`src/rtl/multi_cycle_ctr.sv`:
```
// -----------------------------------------------------------------------------
// multi_cycle_ctr
//
// Main controller for the multi-cycle MIPS datapath (R-type, lw, sw, beq, j).
// A Moore FSM steps each instruction through 3-5 states and drives the
// datapath control lines for a shared instruction/data memory, the IR, the
// register file, the ALU source muxes and the PC update.
//
// Handshake: a memory access is presented by memRead or memWrite together with
// iorD. The memory raises memReady in the cycle the access completes. The
// controller holds the memory state until memReady=1 is seen at the clock edge.
// The writes that complete with the access (irWrite and pcWrite in FETCH, and
// instrDone in MEM_WRITE) are gated by memReady in that same cycle. With
// WAIT_MEM=0, memReady is ignored and every access completes in one cycle.
//
// Parameters:
//   WAIT_MEM     1: memory states hold until memReady=1; 0: memReady ignored
//
// Ports:
//   clk          rising-edge clock
//   reset        asynchronous, active-high reset (state -> IDLE at once)
//   opCode       IR[31:26], valid from DECODE to the end of the instruction
//   memReady     memory access completes this cycle
//   pcWrite      unconditional PC load
//   pcWriteCond  PC load if ALU zero
//   iorD         memory address select: 0=PC, 1=ALUOut
//   memRead      memory read strobe
//   memWrite     memory write strobe
//   irWrite      IR load
//   memToReg     write-back select: 0=ALUOut, 1=MDR
//   regDst       destination register select: 0=rt, 1=rd
//   regWrite     register file write
//   aluSrcA      ALU A select: 0=PC, 1=A
//   aluSrcB      ALU B select: 00=B, 01=4, 10=signext, 11=signext<<2
//   aluOp        00=add, 01=sub, 10=funct
//   pcSource     PC source: 00=ALU, 01=ALUOut, 10=jump target
//   illegalOp    unsupported opcode seen in DECODE
//   instrDone    one-cycle pulse on the last cycle of an instruction
//   state        current state encoding, for debug
// -----------------------------------------------------------------------------
module multi_cycle_ctr #(
    parameter bit WAIT_MEM = 1'b1
) (
    input  logic       clk,
    input  logic       reset,
    input  logic [5:0] opCode,
    input  logic       memReady,
    output logic       pcWrite,
    output logic       pcWriteCond,
    output logic       iorD,
    output logic       memRead,
    output logic       memWrite,
    output logic       irWrite,
    output logic       memToReg,
    output logic       regDst,
    output logic       regWrite,
    output logic       aluSrcA,
    output logic [1:0] aluSrcB,
    output logic [1:0] aluOp,
    output logic [1:0] pcSource,
    output logic       illegalOp,
    output logic       instrDone,
    output logic [3:0] state
);

    typedef enum logic [3:0] {
        IDLE      = 4'd0,
        FETCH     = 4'd1,
        DECODE    = 4'd2,
        MEM_ADDR  = 4'd3,
        MEM_READ  = 4'd4,
        MEM_WB    = 4'd5,
        MEM_WRITE = 4'd6,
        EXECUTE   = 4'd7,
        R_WB      = 4'd8,
        BRANCH    = 4'd9,
        JUMP      = 4'd10
    } state_t;

    // Control lines that depend on the state alone.
    typedef struct packed {
        logic       pc_write;
        logic       pc_write_cond;
        logic       ior_d;
        logic       mem_read;
        logic       mem_write;
        logic       mem_to_reg;
        logic       reg_dst;
        logic       reg_write;
        logic       alu_src_a;
        logic [1:0] alu_src_b;
        logic [1:0] alu_op;
        logic [1:0] pc_source;
        logic       instr_done;
    } ctl_t;

    localparam logic [5:0] OP_RTYPE = 6'b000000;
    localparam logic [5:0] OP_LW    = 6'b100011;
    localparam logic [5:0] OP_SW    = 6'b101011;
    localparam logic [5:0] OP_BEQ   = 6'b000100;
    localparam logic [5:0] OP_J     = 6'b000010;

    localparam logic [1:0] SRCB_B      = 2'b00;
    localparam logic [1:0] SRCB_FOUR   = 2'b01;
    localparam logic [1:0] SRCB_IMM    = 2'b10;
    localparam logic [1:0] SRCB_IMM_SH = 2'b11;

    localparam logic [1:0] ALUOP_ADD   = 2'b00;
    localparam logic [1:0] ALUOP_SUB   = 2'b01;
    localparam logic [1:0] ALUOP_FUNCT = 2'b10;

    localparam logic [1:0] PCSRC_ALU    = 2'b00;
    localparam logic [1:0] PCSRC_ALUOUT = 2'b01;
    localparam logic [1:0] PCSRC_JUMP   = 2'b10;

    state_t state_q;
    state_t state_d;
    ctl_t   ctl_q;
    logic   mem_ok;
    logic   in_fetch;
    logic   in_decode;
    logic   in_mem_write;
    logic   legal_op;

    // With WAIT_MEM=0 every access is treated as completing immediately.
    assign mem_ok = WAIT_MEM ? memReady : 1'b1;

    function automatic state_t next_state(input state_t s,
                                          input logic [5:0] op,
                                          input logic ok);
        state_t n;
        n = FETCH;
        case (s)
            IDLE:      n = FETCH;
            FETCH:     n = ok ? DECODE : FETCH;
            DECODE: begin
                case (op)
                    OP_RTYPE:     n = EXECUTE;
                    OP_LW, OP_SW: n = MEM_ADDR;
                    OP_BEQ:       n = BRANCH;
                    OP_J:         n = JUMP;
                    default:      n = FETCH;  // illegal opcode: drop it
                endcase
            end
            MEM_ADDR:  n = (op == OP_LW) ? MEM_READ : MEM_WRITE;
            MEM_READ:  n = ok ? MEM_WB : MEM_READ;
            MEM_WB:    n = FETCH;
            MEM_WRITE: n = ok ? FETCH : MEM_WRITE;
            EXECUTE:   n = R_WB;
            R_WB:      n = FETCH;
            BRANCH:    n = FETCH;
            JUMP:      n = FETCH;
            default:   n = FETCH;  // unused codes recover through FETCH
        endcase
        return n;
    endfunction

    function automatic ctl_t moore_ctl(input state_t s);
        ctl_t c;
        c = '0;
        case (s)
            FETCH: begin
                c.mem_read  = 1'b1;
                c.ior_d     = 1'b0;
                c.alu_src_a = 1'b0;
                c.alu_src_b = SRCB_FOUR;
                c.alu_op    = ALUOP_ADD;
                c.pc_source = PCSRC_ALU;
            end
            DECODE: begin
                // Branch target computed speculatively while decoding.
                c.alu_src_a = 1'b0;
                c.alu_src_b = SRCB_IMM_SH;
                c.alu_op    = ALUOP_ADD;
            end
            MEM_ADDR: begin
                c.alu_src_a = 1'b1;
                c.alu_src_b = SRCB_IMM;
                c.alu_op    = ALUOP_ADD;
            end
            MEM_READ: begin
                c.mem_read = 1'b1;
                c.ior_d    = 1'b1;
            end
            MEM_WB: begin
                c.reg_dst    = 1'b0;
                c.mem_to_reg = 1'b1;
                c.reg_write  = 1'b1;
                c.instr_done = 1'b1;
            end
            MEM_WRITE: begin
                c.ior_d     = 1'b1;
                c.mem_write = 1'b1;
            end
            EXECUTE: begin
                c.alu_src_a = 1'b1;
                c.alu_src_b = SRCB_B;
                c.alu_op    = ALUOP_FUNCT;
            end
            R_WB: begin
                c.reg_dst    = 1'b1;
                c.mem_to_reg = 1'b0;
                c.reg_write  = 1'b1;
                c.instr_done = 1'b1;
            end
            BRANCH: begin
                c.alu_src_a     = 1'b1;
                c.alu_src_b     = SRCB_B;
                c.alu_op        = ALUOP_SUB;
                c.pc_write_cond = 1'b1;
                c.pc_source     = PCSRC_ALUOUT;
                c.instr_done    = 1'b1;
            end
            JUMP: begin
                c.pc_write   = 1'b1;
                c.pc_source  = PCSRC_JUMP;
                c.instr_done = 1'b1;
            end
            default: c = '0;
        endcase
        return c;
    endfunction

    always_comb begin
        state_d = next_state(state_q, opCode, mem_ok);
    end

    // The control register is loaded from the decode of the next state, so
    // it always equals the Moore decode of state_q while being a flop output.
    // Reset clears both at once, which forces every output low in IDLE and
    // aborts any in-flight write immediately.
    always_ff @(posedge clk or posedge reset) begin
        if (reset) begin
            state_q <= IDLE;
            ctl_q   <= '0;
        end else begin
            state_q <= state_d;
            ctl_q   <= moore_ctl(state_d);
        end
    end

    assign in_fetch     = (state_q == FETCH);
    assign in_decode    = (state_q == DECODE);
    assign in_mem_write = (state_q == MEM_WRITE);

    assign legal_op = (opCode == OP_RTYPE) || (opCode == OP_LW) ||
                      (opCode == OP_SW)    || (opCode == OP_BEQ) ||
                      (opCode == OP_J);

    // IR load and PC+4 commit only in the cycle the fetch read completes.
    assign irWrite     = in_fetch & mem_ok;
    assign pcWrite     = ctl_q.pc_write | (in_fetch & mem_ok);
    assign pcWriteCond = ctl_q.pc_write_cond;
    assign iorD        = ctl_q.ior_d;
    assign memRead     = ctl_q.mem_read;
    assign memWrite    = ctl_q.mem_write;
    assign memToReg    = ctl_q.mem_to_reg;
    assign regDst      = ctl_q.reg_dst;
    assign regWrite    = ctl_q.reg_write;
    assign aluSrcA     = ctl_q.alu_src_a;
    assign aluSrcB     = ctl_q.alu_src_b;
    assign aluOp       = ctl_q.alu_op;
    assign pcSource    = ctl_q.pc_source;
    assign illegalOp   = in_decode & ~legal_op;
    // A store finishes in the cycle its write is accepted.
    assign instrDone   = ctl_q.instr_done | (in_mem_write & mem_ok);
    assign state       = state_q;

endmodule

```
`config.mk`:
```
export PLATFORM = sky130hd
export DESIGN_NAME = multi_cycle_ctr
export DESIGN_NICKNAME = d
export VERILOG_FILES = /design/src/rtl/multi_cycle_ctr.sv
export SDC_FILE = /design/constraint.sdc
export NUM_CORES = 1
export LEC_CHECK = 0
export CORE_MARGIN = 2
export CORE_UTILIZATION = 45
export DETAILED_ROUTE_END_ITERATION = 8
export PLACE_DENSITY = 0.77
export SLEW_MARGIN = 20
export SYNTH_ARGS = -nofsm -noshare
export SYNTH_HDL_FRONTEND = slang
export SYNTH_SLANG_ARGS = --single-unit
export TNS_END_PERCENT = 1
```
`constraint.sdc`:
```
create_clock -name clk -period 3.2 [get_ports clk]
set_input_delay 0.48 -clock clk [delete_from_list [all_inputs] [get_ports clk]]
set_output_delay 0.48 -clock clk [all_outputs]
set_load 0.05 [all_outputs]
```
Word-level counts from Yosys, hierarchy flattened
Cells that the tools add are included.

Register bits: 20. Output and inout bits: 22. Word-level logic and storage cells: 64.

Equality and inequality tests: 20. Multiplexer cells: 15. Bitwise gates (word level): 6. Reductions and logical operators: 9.

Operators with widths (count): == test 4 x 3 -> 1 bit, second input constant (7); case mux 5 bit (5 select lines) (1); case mux 4 bit (6 select lines) (1); == test 4 x 2 -> 1 bit, second input constant (4); case mux 4 bit (4 select lines) (1); == test 4 bit, second input constant (3); == test 6 bit, second input constant (2); == test 4 x 1 -> 1 bit, second input constant (2); two-way mux 1 bit (7); == test 6 x 2 -> 1 bit, second input constant (1); == test 6 x 3 -> 1 bit, second input constant (1); zero test 6 bit (1); case mux 3 bit (2 select lines) (1); OR reduction 2 bit (3); logical OR 1 bit (4); two-way mux 2 bit (2); case mux 2 bit (2 select lines) (1); OR reduction 4 bit (1); AND 1 bit (3); two-way mux 3 bit (1); bitwise OR 1 bit (2); NOT 1 bit (1).

Longest topological paths before layout
Depth after elaboration: 7. Mapped depth: 6. Depth with buffers taken out: 6.

Worst setup path after synthesis
No wires, ideal clock.

Kind: flip-flop to output port. From: reg state_q[2], in the netlist state[2]. To: out pcWrite. Arrival: 2601 ps. Setup slack: 119 ps. Stages on the path, launching flop included: 4. Buffers on the path: 0. Cells stage by stage: dfrtp_1 or2_2 nor3_1 or2_2.

Cells in the longest elaborated chain, start to end: 3.

Ends and longest elaborated chain: from (decl) (RTL line 116) `state_t state_q;`; from (signal assigned) (RTL line 237) `state_q <= state_d;`; == test 4 x 1 -> 1 bit (RTL line 242) `assign in_fetch = (state_q == FETCH);`; AND 1 bit; named net irWrite (RTL line 53) `output logic irWrite,`; bitwise OR 1 bit (RTL line 252) `assign pcWrite = ctl_q.pc_write | (in_fetch & mem_ok);`; to (decl) (RTL line 48) `output logic pcWrite,`.

The timed path passes the listed nets, and every way through them passes these cells.

Worst setup path after layout
From: in opCode[0]. To: out illegalOp.

Cells in the longest elaborated chain, start to end: 7. Elaborated cells between the ends (all ways): 11. Those cells by class: eq/ne (4); bitwise (2); reduce/logical (5).

Ends and longest elaborated chain: from (decl) (RTL line 46) `input logic [5:0] opCode,`; == test 6 bit or zero test 6 bit (tied branches) (RTL line 246) `assign legal_op = (opCode == OP_RTYPE) || (opCode == OP_LW) ||`; logical OR 1 bit (2 in series) (RTL line 246); logical OR 1 bit (RTL line 247) `(opCode == OP_SW) || (opCode == OP_BEQ) ||`; logical OR 1 bit * (RTL line 247); NOT 1 bit * (RTL line 264) `assign illegalOp = in_decode & ~legal_op;`; AND 1 bit * (RTL line 264); to (decl) (RTL line 61) `output logic illegalOp,`.

Mark *: on every way between the ends. The rest lies on a longest branch, timed or not.

==> impl_results.md <==
* Vias in the first global route at 555
* Largest cells by area after synthesis: dfrtp_1 52%, buf_4 6.1%, nor3_1 3.5%, nand2_1 2.6%, nand3_1 2.3%
* Setup Buffers After CTS at 0
* RSZ-0062 raised after global routing: no
* Avg Inst Size Synth at 10.4 um^2
* Top Ports at 31
* Rows at 15
* Sink Count at 18
* Slew headroom at 52.8%
* Critical Path RT at 2.72 ns
* Gpl congestion at 0.896
* Total track usage at 16.2%
* Register-to-Register Path Depth at 4
* # fillers at 150
* Max Root-Sink Buffers at 2
* Fmax at 340 MHz
* # DRC at 0
* Syn_nets at a little over 90
* WP data arrival at 2.46 ns
* Sw Ratio at 47.9%
* Area delta synth->final at 36.0%
* Combinational power share at roughly 58%
* Clock root buffer: clkbuf_4
* Die area at 2280 um^2
* Flop pwr share at 30.2%
* M3 GR Usage at 5.66%
* Area leader, netlist: dfrtp_1
* H-tree Lvls at 1
* Distinct cells, synth at 29
* First-pass GRT wire length at 2.55 mm
* Status: complete, no violations
* Utilization after layout at between 60% and 70%
* Initial DRC count at 16
* Pint at 0.577 mW
* Switch Pwr at ~0.53 mW
* Startpoint types: input pin
* GRT met2 Usage at 24.5%
* Commonest non-fill, non-tap cells in the layout: 30 x clkdlybuf4s50_1, 18 x dfrtp_1, 6 x nand2_1, 6 x nor3_1, 5 x inv_1
* Drt via density at approximately 5.4
* 1st-pass router iterations at 4
* Layout Nets at 119
* Crit Path Max Fanout at 6
* Peak supply drop at about 0.6 mV
* IO Port Bufs at 30
* Commonest non-fill, non-tap cell in the layout: clkdlybuf4s50_1
* Synth Instances at 83
* Final Cycle Share at 91.9%
* # diodes at 0
* CTS tree: done
* Clk pwr share at 12.0%
* Setup_tns at 0 ns
* # setup viols final at 0
* Design Area, Final at about 1200 um^2
* Total CTS buffers at 3
* Mapped Area at 861 um^2
* Warnings, synthesis at 0
* Synth Register Bits at 18
* Met1 Usage GRT at 23.5%
* Worst r2r dst: memRead
* CTS Hold Bufs at 0
* Pin count of the biggest net entering global routing at 19
* Grt ovf at 0
* Initial antenna violation count at 0
* Hold_ws at 0.578 ns
* Starting Density at 48.8%
* Share of cells above drive strength 1 at 11.0%
* Crit path kind: input pin to output pin
* Sequential fraction of the synthesis area at 52.3%
* Final Skew at 0.00684 ns
* Width of the die at 47.7 um
* # resized after CTS at 0
* Period minus WS final at 2.94 ns
* Max-Cap Viols at 0
* Die height at around 48 um
* Total wire length at roughly 1.8 mm
* Hold Crit Class: input pin to async pin
* Final-report max-slew violation count at 0
* Routed WL per cell at 13.2 um
* Worst Tran Pin Value at 0.705 ns
* Top cell type's share of synthesized area at ~52%
* FF-to-FF Start: state[0]
* PD cells at around 950 nW/um^2
* Crit. End Element: output pin
* DP Wirelength at 1.34 mm
* Area of placed instances at 1130 um^2
* R2R setup slack at 1.14 ns
* Hold Vio Cnt, Final at 0
* Clk Latency, worst-skew pair at 0.28 ns
* Antenna Nets Post-Route at 0
* Core box area at about 1800 um^2
* CTS clk-pin slew, worst paths at approximately 0.10 ns
* Pleak at 0.555 nW
* DR vias at 719
* Grt peak-use layer: met2
## worst max path at each step
| stage | startpoint | cells after the start | to |
|---|---|---|---|
| 2_1_floorplan | state[2] | 3 | pcWrite |
| 3_3_place_gp | opCode[0] | 5 | illegalOp |
| 3_5_place_dp | opCode[0] | 5 | illegalOp |
| 4_1_cts | opCode[0] | 5 | illegalOp |
| 5_1_grt | opCode[0] | 5 | illegalOp |
| 6_report | opCode[0] | 5 | illegalOp |
## per-stage QoR
stage / setup WS [ns] / total power, mW / instances
after floorplan: 0.119 / 0.801 / 83
after global placement: 0.318 / 0.970 / 130
after detailed placement: 0.279 / 0.978 / 130
after CTS: 0.281 / 1.11 / 134
after global routing: 0.144 / 1.16 / 134
final: 0.259 / 1.11 / 134
## power groups by stage
stage / Sequential [mW] / Combinational, mW / Clock, mW
2_1_floorplan: 0.471 / 0.330 / 0
6_report: 0.334 / 0.641 / 0.132
5_1_grt: 0.340 / 0.670 / 0.149
3_5_place_dp: 0.337 / 0.641 / 0
4_1_cts: 0.333 / 0.644 / 0.136
3_3_place_gp: 0.338 / 0.632 / 0
## synth_stat cells, drive strengths merged
cell     number
xnor2         1
nand3         4
a211oi        1
or4b          1
buf           8
a2111oi       1
or2           3
o21a          1
clkinv        1
or3           2
nor4          2
a41o          1
a21oi         2
a221oi        2
nor3          6
dfrtp        18
nor2b         2
a2bb2o        1
nor2          4
or4           1
nand2         6
nand2b        3
and3          3
inv           6
a31oi         1
and4bb        1
o41a          1
## sequential cells by signal, indices dropped and copies added (netlist names)
name,cells
aluOp,1
regDst,1
memWrite,1
iorD,1
aluSrcA,1
aluSrcB,2
regWrite,1
state,4
pcWriteCond,1
pcSource,1
memToReg,1
memRead,1
ctl_q,2
## cell families after synthesis
| logic type | count (synthesis) | share of synthesized area (%) |
|---|---|---|
| AO/OA/AOI/OAI | 11 | 11.0 |
| XOR/XNOR | 1 | 1.02 |
| buffers and inverters | 15 | 9.74 |
| flip-flops | 18 | 52.3 |
| AND/OR/NAND/NOR | 38 | 25.9 |
## per-layer routing
layer,part of all wire [%],up-vias
met5,0,-
met4,0.56,0
met3,7.0,4
met2,48,40
met1,45,337
li1,-,338
## cell type report
class | instances | area, um^2 | share of cell area [%]
repair buffers | 30 | 300 | 25.6
clock buffers | 4 | 36.3 | 3.10
inverters | 7 | 26.3 | 2.24
multi-input cells | 50 | 327 | 27.9
flip-flops and latches | 18 | 450 | 38.5
well taps | 25 | 31.3 | 2.67
## critical path: stages
cell	delay (ns)
clkdlybuf4s50_1	0.44
or3_1	0.48
a221oi_1	0.29
nor2_1	0.07
clkdlybuf4s50_1	0.70
(Power assumes the default switching activity.)
